==> src/rtl/pwm_audio_modulator.sv <==
// pwm_audio_modulator: PCM-to-PWM modulator for the audio output path.
// Unsigned PCM samples arrive over a valid/ready handshake and are buffered
// in a small FIFO. One sample is consumed per PWM period of 2^SAMPLE_W ticks,
// where each tick lasts CLK_DIV clk cycles. If the FIFO is empty at a period
// boundary, an underrun is flagged and midscale is played.
//
// Optional build macro: PWM_HOLD_LAST_EN. When it is defined, an underrun
// replays the last loaded duty instead of midscale.
//
// Ports:
//   clk           clock
//   rst           synchronous, active-high reset
//   enable        run the modulator; when low, the modulator idles and
//                 pwm_out stays low
//   sample_data   unsigned PCM sample
//   sample_valid  sample_data is valid
//   sample_ready  FIFO can accept a sample (registered, not full)
//   pwm_out       registered PWM output to the volume/DAC stage
//   period_start  1-cycle pulse when a new period's duty is loaded
//   underrun      1-cycle pulse when a period starts with the FIFO empty
//   underrun_cnt  saturating count of underruns
module pwm_audio_modulator #(
    parameter int unsigned SAMPLE_W   = 8,
    parameter int unsigned CLK_DIV    = 4,
    parameter int unsigned FIFO_DEPTH = 4
) (
    input  logic                clk,
    input  logic                rst,
    input  logic                enable,
    input  logic [SAMPLE_W-1:0] sample_data,
    input  logic                sample_valid,
    output logic                sample_ready,
    output logic                pwm_out,
    output logic                period_start,
    output logic                underrun,
    output logic [15:0]         underrun_cnt
);

    localparam int unsigned PRE_W  = (CLK_DIV > 1) ? $clog2(CLK_DIV) : 1;
    localparam int unsigned PTR_W  = $clog2(FIFO_DEPTH);
    localparam int unsigned CNT_W  = PTR_W + 1;
    localparam int unsigned UCNT_W = 16;

    localparam logic [PRE_W-1:0]    PRE_LAST  = PRE_W'(CLK_DIV - 1);
    localparam logic [SAMPLE_W-1:0] PWM_LAST  = '1;
    localparam logic [SAMPLE_W-1:0] MIDSCALE  = SAMPLE_W'(1) << (SAMPLE_W - 1);
    localparam logic [CNT_W-1:0]    FIFO_FULL = CNT_W'(FIFO_DEPTH);

    logic [PRE_W-1:0]    pre_cnt_q, pre_cnt_d;
    logic [SAMPLE_W-1:0] pwm_cnt_q, pwm_cnt_d;
    logic [SAMPLE_W-1:0] duty_q, duty_d;
    logic [SAMPLE_W-1:0] mem_q [FIFO_DEPTH];
    logic [PTR_W-1:0]    wr_ptr_q, wr_ptr_d;
    logic [PTR_W-1:0]    rd_ptr_q, rd_ptr_d;
    logic [CNT_W-1:0]    count_q, count_d;
    logic                sample_ready_q, sample_ready_d;
    logic                pwm_out_q, pwm_out_d;
    logic                period_start_q, period_start_d;
    logic                underrun_q, underrun_d;
    logic [UCNT_W-1:0]   underrun_cnt_q, underrun_cnt_d;

    logic push_c;
    logic pop_c;
    logic empty_c;
    logic tick_c;
    logic boundary_c;

    // Handshake, prescaler tick and period boundary qualifiers
    always_comb begin
        push_c     = sample_valid && sample_ready_q;
        empty_c    = (count_q == '0);
        tick_c     = enable && (pre_cnt_q == PRE_LAST);
        boundary_c = tick_c && (pwm_cnt_q == PWM_LAST);
        // No bypass: a sample written on an empty-FIFO boundary waits a period
        pop_c      = boundary_c && !empty_c;
    end

    // Next-state for counters, duty, FIFO bookkeeping and registered outputs
    always_comb begin
        // Disabled: park counters so the first enabled cycle is a boundary
        pre_cnt_d      = PRE_LAST;
        pwm_cnt_d      = PWM_LAST;
        duty_d         = duty_q;
        wr_ptr_d       = wr_ptr_q;
        rd_ptr_d       = rd_ptr_q;
        count_d        = count_q;
        underrun_d     = 1'b0;
        underrun_cnt_d = underrun_cnt_q;
        period_start_d = boundary_c;

        if (enable) begin
            pre_cnt_d = tick_c ? '0 : pre_cnt_q + PRE_W'(1);
            pwm_cnt_d = tick_c ? pwm_cnt_q + SAMPLE_W'(1) : pwm_cnt_q;
        end

        if (boundary_c) begin
            if (!empty_c) begin
                duty_d = mem_q[rd_ptr_q];
            end else begin
`ifdef PWM_HOLD_LAST_EN
                duty_d = duty_q;
`else
                duty_d = MIDSCALE;
`endif
                underrun_d = 1'b1;
                if (underrun_cnt_q != '1) begin
                    underrun_cnt_d = underrun_cnt_q + UCNT_W'(1);
                end
            end
        end

        if (push_c) begin
            wr_ptr_d = wr_ptr_q + PTR_W'(1);
        end
        if (pop_c) begin
            rd_ptr_d = rd_ptr_q + PTR_W'(1);
        end

        case ({push_c, pop_c})
            2'b10:   count_d = count_q + CNT_W'(1);
            2'b01:   count_d = count_q - CNT_W'(1);
            default: count_d = count_q;
        endcase

        sample_ready_d = (count_d != FIFO_FULL);
        // Compare uses the post-update counter and duty
        pwm_out_d      = enable && (pwm_cnt_d < duty_d);
    end

    // State registers
    always_ff @(posedge clk) begin
        if (rst) begin
            pre_cnt_q      <= PRE_LAST;
            pwm_cnt_q      <= PWM_LAST;
            duty_q         <= MIDSCALE;
            wr_ptr_q       <= '0;
            rd_ptr_q       <= '0;
            count_q        <= '0;
            sample_ready_q <= 1'b0;
            pwm_out_q      <= 1'b0;
            period_start_q <= 1'b0;
            underrun_q     <= 1'b0;
            underrun_cnt_q <= '0;
        end else begin
            pre_cnt_q      <= pre_cnt_d;
            pwm_cnt_q      <= pwm_cnt_d;
            duty_q         <= duty_d;
            wr_ptr_q       <= wr_ptr_d;
            rd_ptr_q       <= rd_ptr_d;
            count_q        <= count_d;
            sample_ready_q <= sample_ready_d;
            pwm_out_q      <= pwm_out_d;
            period_start_q <= period_start_d;
            underrun_q     <= underrun_d;
            underrun_cnt_q <= underrun_cnt_d;
        end
    end

    // Sample storage; emptied logically by the pointer/count reset
    always_ff @(posedge clk) begin
        if (push_c && !rst) begin
            mem_q[wr_ptr_q] <= sample_data;
        end
    end

    assign sample_ready = sample_ready_q;
    assign pwm_out      = pwm_out_q;
    assign period_start = period_start_q;
    assign underrun     = underrun_q;
    assign underrun_cnt = underrun_cnt_q;

endmodule

==> config.mk <==
export PLATFORM = sky130hd
export DESIGN_NAME = pwm_audio_modulator
export DESIGN_NICKNAME = d
export VERILOG_FILES = /design/src/rtl/pwm_audio_modulator.sv
export SDC_FILE = /design/constraint.sdc
export NUM_CORES = 1
export LEC_CHECK = 0
export CORE_MARGIN = 10
export CORE_UTILIZATION = 57
export DETAILED_ROUTE_END_ITERATION = 8
export PLACE_DENSITY = 0.79
export SLEW_MARGIN = 15
export SYNTH_ARGS = -nofsm -noshare
export SYNTH_HDL_FRONTEND = slang
export SYNTH_SLANG_ARGS = --single-unit
export TNS_END_PERCENT = 50
==> constraint.sdc <==
create_clock -name clk -period 3.1 [get_ports clk]
set_input_delay 0.31 -clock clk [delete_from_list [all_inputs] [get_ports clk]]
set_output_delay 0.31 -clock clk [all_outputs]
set_load 0.005 [all_outputs]
# [Word level (Yosys, flattened, before mapping)]
# Memory sizes are Yosys's and may differ from the RTL's. A register that Yosys moved wholly into a read port is not among the register bits.
# Cells that the tools add are included.
# W data, S select, Z words.
[word_totals] mem_bits_ro=0 memories=1 word_cells=51 ff_bits=45 ramBits=32 out_inout_bits=20 latch_bits=0 input_bits=12
[op_classes] magnitude_cmp=1 mul=0 div_mod_pow=0 addsub=7 shifts=0 muxes=11 n_bitwise=2 reduce_logical=12 eq_ne=6
[mem_list] memory="mem_q" depth=4 word_bits=8 rd=1 rd_ports_with_merged_regs=1 write_ports=1 line_no="52" rtl="logic [SAMPLE_W-1:0] mem_q [FIFO_DEPTH];"
[op_table] operator="$mux W8" n=4
[op_table] operator="$add A16 B1 Y16 const B" n=1
[op_table] operator="$ne A16 B16 Y1 const B" n=1
[op_table] operator="$add A8 B1 Y8 const B" n=1
[op_table] operator="$eq A8 B8 Y1 const B" n=1
[op_table] operator="$lt A8 B8 Y1" n=1
[op_table] operator="$add A2 B1 Y2 const B" n=3
[op_table] operator="$logic_and A1 B1 Y1" n=6
[op_table] operator="$mux W2" n=3
[op_table] operator="$pmux W3 S2" n=1
[op_table] operator="$eq A2 B2 Y1 const B" n=2
[op_table] operator="$reduce_or A2 Y1" n=2
[op_table] operator="$add A3 B1 Y3 const B" n=1
[op_table] operator="$logic_not A3 Y1" n=1
[op_table] operator="$mux W1" n=3
[op_table] operator="$ne A3 B3 Y1 const B" n=1
[op_table] operator="$reduce_and A3 Y1" n=1
[op_table] operator="$sub A3 B1 Y3 const B" n=1
[op_table] operator="$eq A2 B1 Y1 const B" n=1
[op_table] operator="$logic_not A1 Y1" n=2
[op_table] operator="$not A1 Y1" n=2

# [Logic depth before layout (Yosys ltp)]
[depth] depth_word=7 mapped_depth=11 mapped_depth_nobuf=10

# [Worst setup path after synthesis]
# No wires, ideal clock.
[synth_timing] kind="flip-flop to flip-flop" start="reg pre_cnt_q[0]" end="reg sample_ready_q, in the netlist sample_ready" slack_ns=0.687 setup_ns=0.132 period_less_slack_ns=2.413 t_required_ns=2.968 n_path_buf=1 arrival_ns=2.281 stages_incl_launch_ff=12 path_cell_list="dfxtp_1 ha_1 buf_4 nand3_1 nor3_2 ha_1 inv_1 fa_1 xor2_1 nor2_1 xor2_1 a21oi_1"
[synth_between] elab_chain_cells=7 elab_cells_between_ends=8 classes_between="4 x eq/ne; 1 x mux; 3 x reduce/logical"
[synth_lines] element="start, declared" line_no="49" rtl="logic [PRE_W-1:0] pre_cnt_q, pre_cnt_d;"
[synth_lines] element="start signal, assigned" line_no="145" rtl="pre_cnt_q <= pre_cnt_d;"
[synth_lines] element="$eq A2 B2 Y1 *" line_no="72" rtl="tick_c = enable && (pre_cnt_q == PRE_LAST);"
[synth_lines] element="$logic_and A1 B1 Y1 *" line_no="72"
[synth_lines] element="$logic_and A1 B1 Y1 *" line_no="73" rtl="boundary_c = tick_c && (pwm_cnt_q == PWM_LAST);"
[synth_lines] element="$logic_and A1 B1 Y1 *" line_no="75" rtl="pop_c = boundary_c && !empty_c;"
[synth_lines] element="net pop_c" line_no="63" rtl="logic pop_c;"
[synth_lines] element="$eq A2 B1 Y1 / $eq A2 B2 Y1 (equally long branches)" line_no="119" rtl="case ({push_c, pop_c})"
[synth_lines] element="$pmux W3 S2 *" line_no="119"
[synth_lines] element="$ne A3 B3 Y1 *" line_no="125" rtl="sample_ready_d = (count_d != FIFO_FULL);"
[synth_lines] element="end signal, assigned" line_no="151" rtl="sample_ready_q <= sample_ready_d;"
[synth_lines] element="end, declared" line_no="56" rtl="logic sample_ready_q, sample_ready_d;"
# The timed path passes the listed nets; every way through them passes the cells marked *.
# A chain may end at the register's enable or synchronous reset.

# [Worst setup path in the final report]
[layout_timing] start="reg pre_cnt_q[0]" end="reg pwm_out_q, in the netlist pwm_out"
[layout_between] elab_chain_cells=6 elab_cells_between_ends=8 classes_between="1 x order compare; 1 x eq/ne; 3 x mux; 3 x reduce/logical"
[layout_lines] element="$eq A2 B2 Y1 *" line_no="72"
[layout_lines] element="$logic_and A1 B1 Y1 *" line_no="72"
[layout_lines] element="$mux W8 / $logic_and A1 B1 Y1 (equally long branches)" line_no="93, 73"
[layout_lines] element="$mux W8 (on tied branches)" line_no="91, 96"
[layout_lines] element="$lt A8 B8 Y1 *" line_no="127" rtl="pwm_out_d = enable && (pwm_cnt_d < duty_d);"
[layout_lines] element="$logic_and A1 B1 Y1 *" line_no="127"
[layout_lines] element="end signal, assigned" line_no="152" rtl="pwm_out_q <= pwm_out_d;"
[layout_lines] element="end, declared" line_no="57" rtl="logic pwm_out_q, pwm_out_d;"
# Mark *: on every way between the ends. The rest lies on a longest branch, timed or not.

==> impl_metrics.toml <==
[timing]
fin_skew_ns = 0.01029
layout_setup_ws_ns = 0.4162
relSlewSlack_pct = 62.15
hold_viol_final = 0
slew_violations = 0
period_needed_ns = 2.684
timing.fmax_mhz = 372.6
tightest_slew_ns = 0.5607
setup_viol = 0
fin_setup_tns_ns = 0
rsz0062_at_grt = "no"
post-route-period-util_pct = 86.57

[global_routing]
grt_max_degree = 35
overflow = 0
grt_pass1_wl_um = 11410
grt_pass1_vias = 2358
grt_antenna_before_repair = 0
grt_use_total_pct = 14.33

[route]
initialDrtViolationCount = 104
wire_per_inst_um = 16.19
totalWireLength_um = 6848
drc = 0
num_vias = 2433
dr.pass1.iters = 4
via_per_inst = 5.752
ant_nets = 0

[floorplan]
die-area_um2 = 9795
core_area_um2 = 5991
die_w_um = 98.97
floorplan.io_pins = 32
rows = 28
start_util_pct = 59.34
fp.dieH_um = 98.97

[pwr]
p_per_area_nw_per_um2 = 503.6
peakVddDrop_uv = 345.4
p_leak_nw = 1.406

[clocking]
root_buffer = "clkbuf_8"
path_clk_slew_ns = 0.08
cts_setup_buffers = 0
htree_num_levels = 3
hold_buffers = 0
cts_buffers = 9
cts_resized = 0
cts_tree = "built"
cts_buffer_depth = 2
clkLatencyLatePin_ns = 0.36
clock-sinks = 79

[logic_synthesis]
syn_inst = 311
synth.cell_area_um2 = 3555
postSynthAreaPerCell_um2 = 11.43
async_flop_share_pct = 0
yosysTopAreaCell = "edfxtp_1"
ys_seq_elements = 79
post-synth-top-count-cell = "dfxtp_1"
synth_top_area_share_pct = 27.03
synth-main-ff-cell = "dfxtp_1"
yosysWarnings = 0
synth_area_leaders = "edfxtp_1 27%, dfxtp_1 26%, ha_1 5.3%"
synth_edf_count = 32
synth.distinct_cells = 49
syn-num-nets = 339
yosysSeqAreaShare_pct = 53.50
ys_top_cells_by_count = "47 x dfxtp_1, 32 x edfxtp_1, 31 x nor2_1"

[finish]
area_growth_pct = 15.17
fin_nets = 371
fillers = 460
drive_above_1_share_pct = 14.08
diodes = 0

[worst_setup_path]
cp-start-kind = "flip-flop"
worst-path-max-fanout = 10
rr_worst_depth = 9
arrival_ns = 2.94
critical_path.endpoint_type = "flip-flop"
cp-startpoint = "pre_cnt_q[0]"
r2r_start = "pre_cnt_q[0]"
path_class = "flip-flop to flip-flop"
crit_required_ns = 3.36

[placement]
place.gp.congestion = 0.8087
pre_cts_ws_ns = 0.3133
io_buffers = 31
dpl.hpwl_um = 4872

[hold_path]
hp-start = "duty_q[7]"
hp-class = "flip-flop to flip-flop"
min_path_cells = 2

[flow_run]
maxCapViolations = 0

[outcome]
outcome = "finished clean"
[path summary, 6_finish.rpt]
| kind | end | slack, ns |
|---|---|---|
| max | pwm_out | 0.42 |
| max reg2reg | pwm_out | 0.42 |
| min | duty_q[7] | 0.49 |
| min reg2reg | duty_q[7] | 0.49 |
[per-layer routing]
| layer | GRT usage [%] | share of wire [%] | vias to the layer above |
|---|---|---|---|
| met5 | 0 | 0 | - |
| met4 | 6.284 | 1.7 | 0 |
| met3 | 4.399 | 5.9 | 12 |
| met2 | 21.84 | 47 | 53 |
| met1 | 18.30 | 46 | 1160 |
| li1 | - | - | 1208 |
[cell families after synthesis]
kind of cell | share of synthesized area [%]
AOI/OAI and AO/OA | 6.547
xor gates and xnor gates | 2.710
adders and majority gates | 5.843
buffers and inverters | 2.851
DFF | 53.50
muxes | 8.835
and+or+nand+nor | 19.71
[per-stage QoR]
step	power, mW	area (µm²)	hold slack, ns	cells	util (%)
2_1_floorplan	1.331	3555	0.4089	311	-
3_3_place_gp	1.396	3921	0.4442	407	65.46
3_5_place_dp	1.405	3921	0.4717	407	65.46
4_1_cts	2.082	4094	0.4904	423	68.34
5_1_grt	2.161	4094	0.5023	423	68.34
6_report	2.062	4094	0.4892	423	68.34
[where the power goes]
part	internal, mW	switching [mW]	leakage [nW]
combinational	0.111	0.134	0.660
clock	0.289	0.390	0.0754
sequential	1.11	0.0267	0.671
[sequential cells by signal, summed over array words and instances, names as in the netlist, named ones only]
signal and flops:
pre_cnt_q 2, pwm_cnt_q 8, wr_ptr_q 2, period_start 1, rd_ptr_q 2, duty_q 8, sample_ready 1, mem_q 32
pwm_out 1, underrun 1, underrun_cnt 16, count_q 3
[placed cells by master (no fill, tap or decap), types with 8 or more instances in the layout]
cell type	count
dfxtp_1	47
edfxtp_1	32
nor2_1	31
clkdlybuf4s50_1	31
nand2_1	18
ha_1	15
nor2b_1	12
mux2_2	11
nand3_1	10
a21oi_1	10
nand4_1	9
inv_1	9
nor4_1	9
clkbuf_8	9
mux4_2	8
[critical path, cell delays in order, from the launching register on]
cell       delay, ns
dfxtp_1         0.34
ha_1            0.35
and4_4          0.29
nand3_1         0.30
a22oi_1         0.34
ha_1            0.30
a21oi_1         0.16
a21o_1          0.14
a21boi_0        0.09
a2111oi_2       0.27
[final cells by class]
class / count / area (µm²) / share of cell area (%)
inverters: 9 / 33.78 / 0.8252
well taps: 75 / 93.84 / 2.292
multi-input cells: 209 / 1551 / 37.90
flip-flops and latches: 79 / 1902 / 46.45
repair buffers: 35 / 340.3 / 8.313
clock buffers: 9 / 123.9 / 3.026
clock inverters: 7 / 48.80 / 1.192
Note: power is estimated with default switching activity, not from simulation.
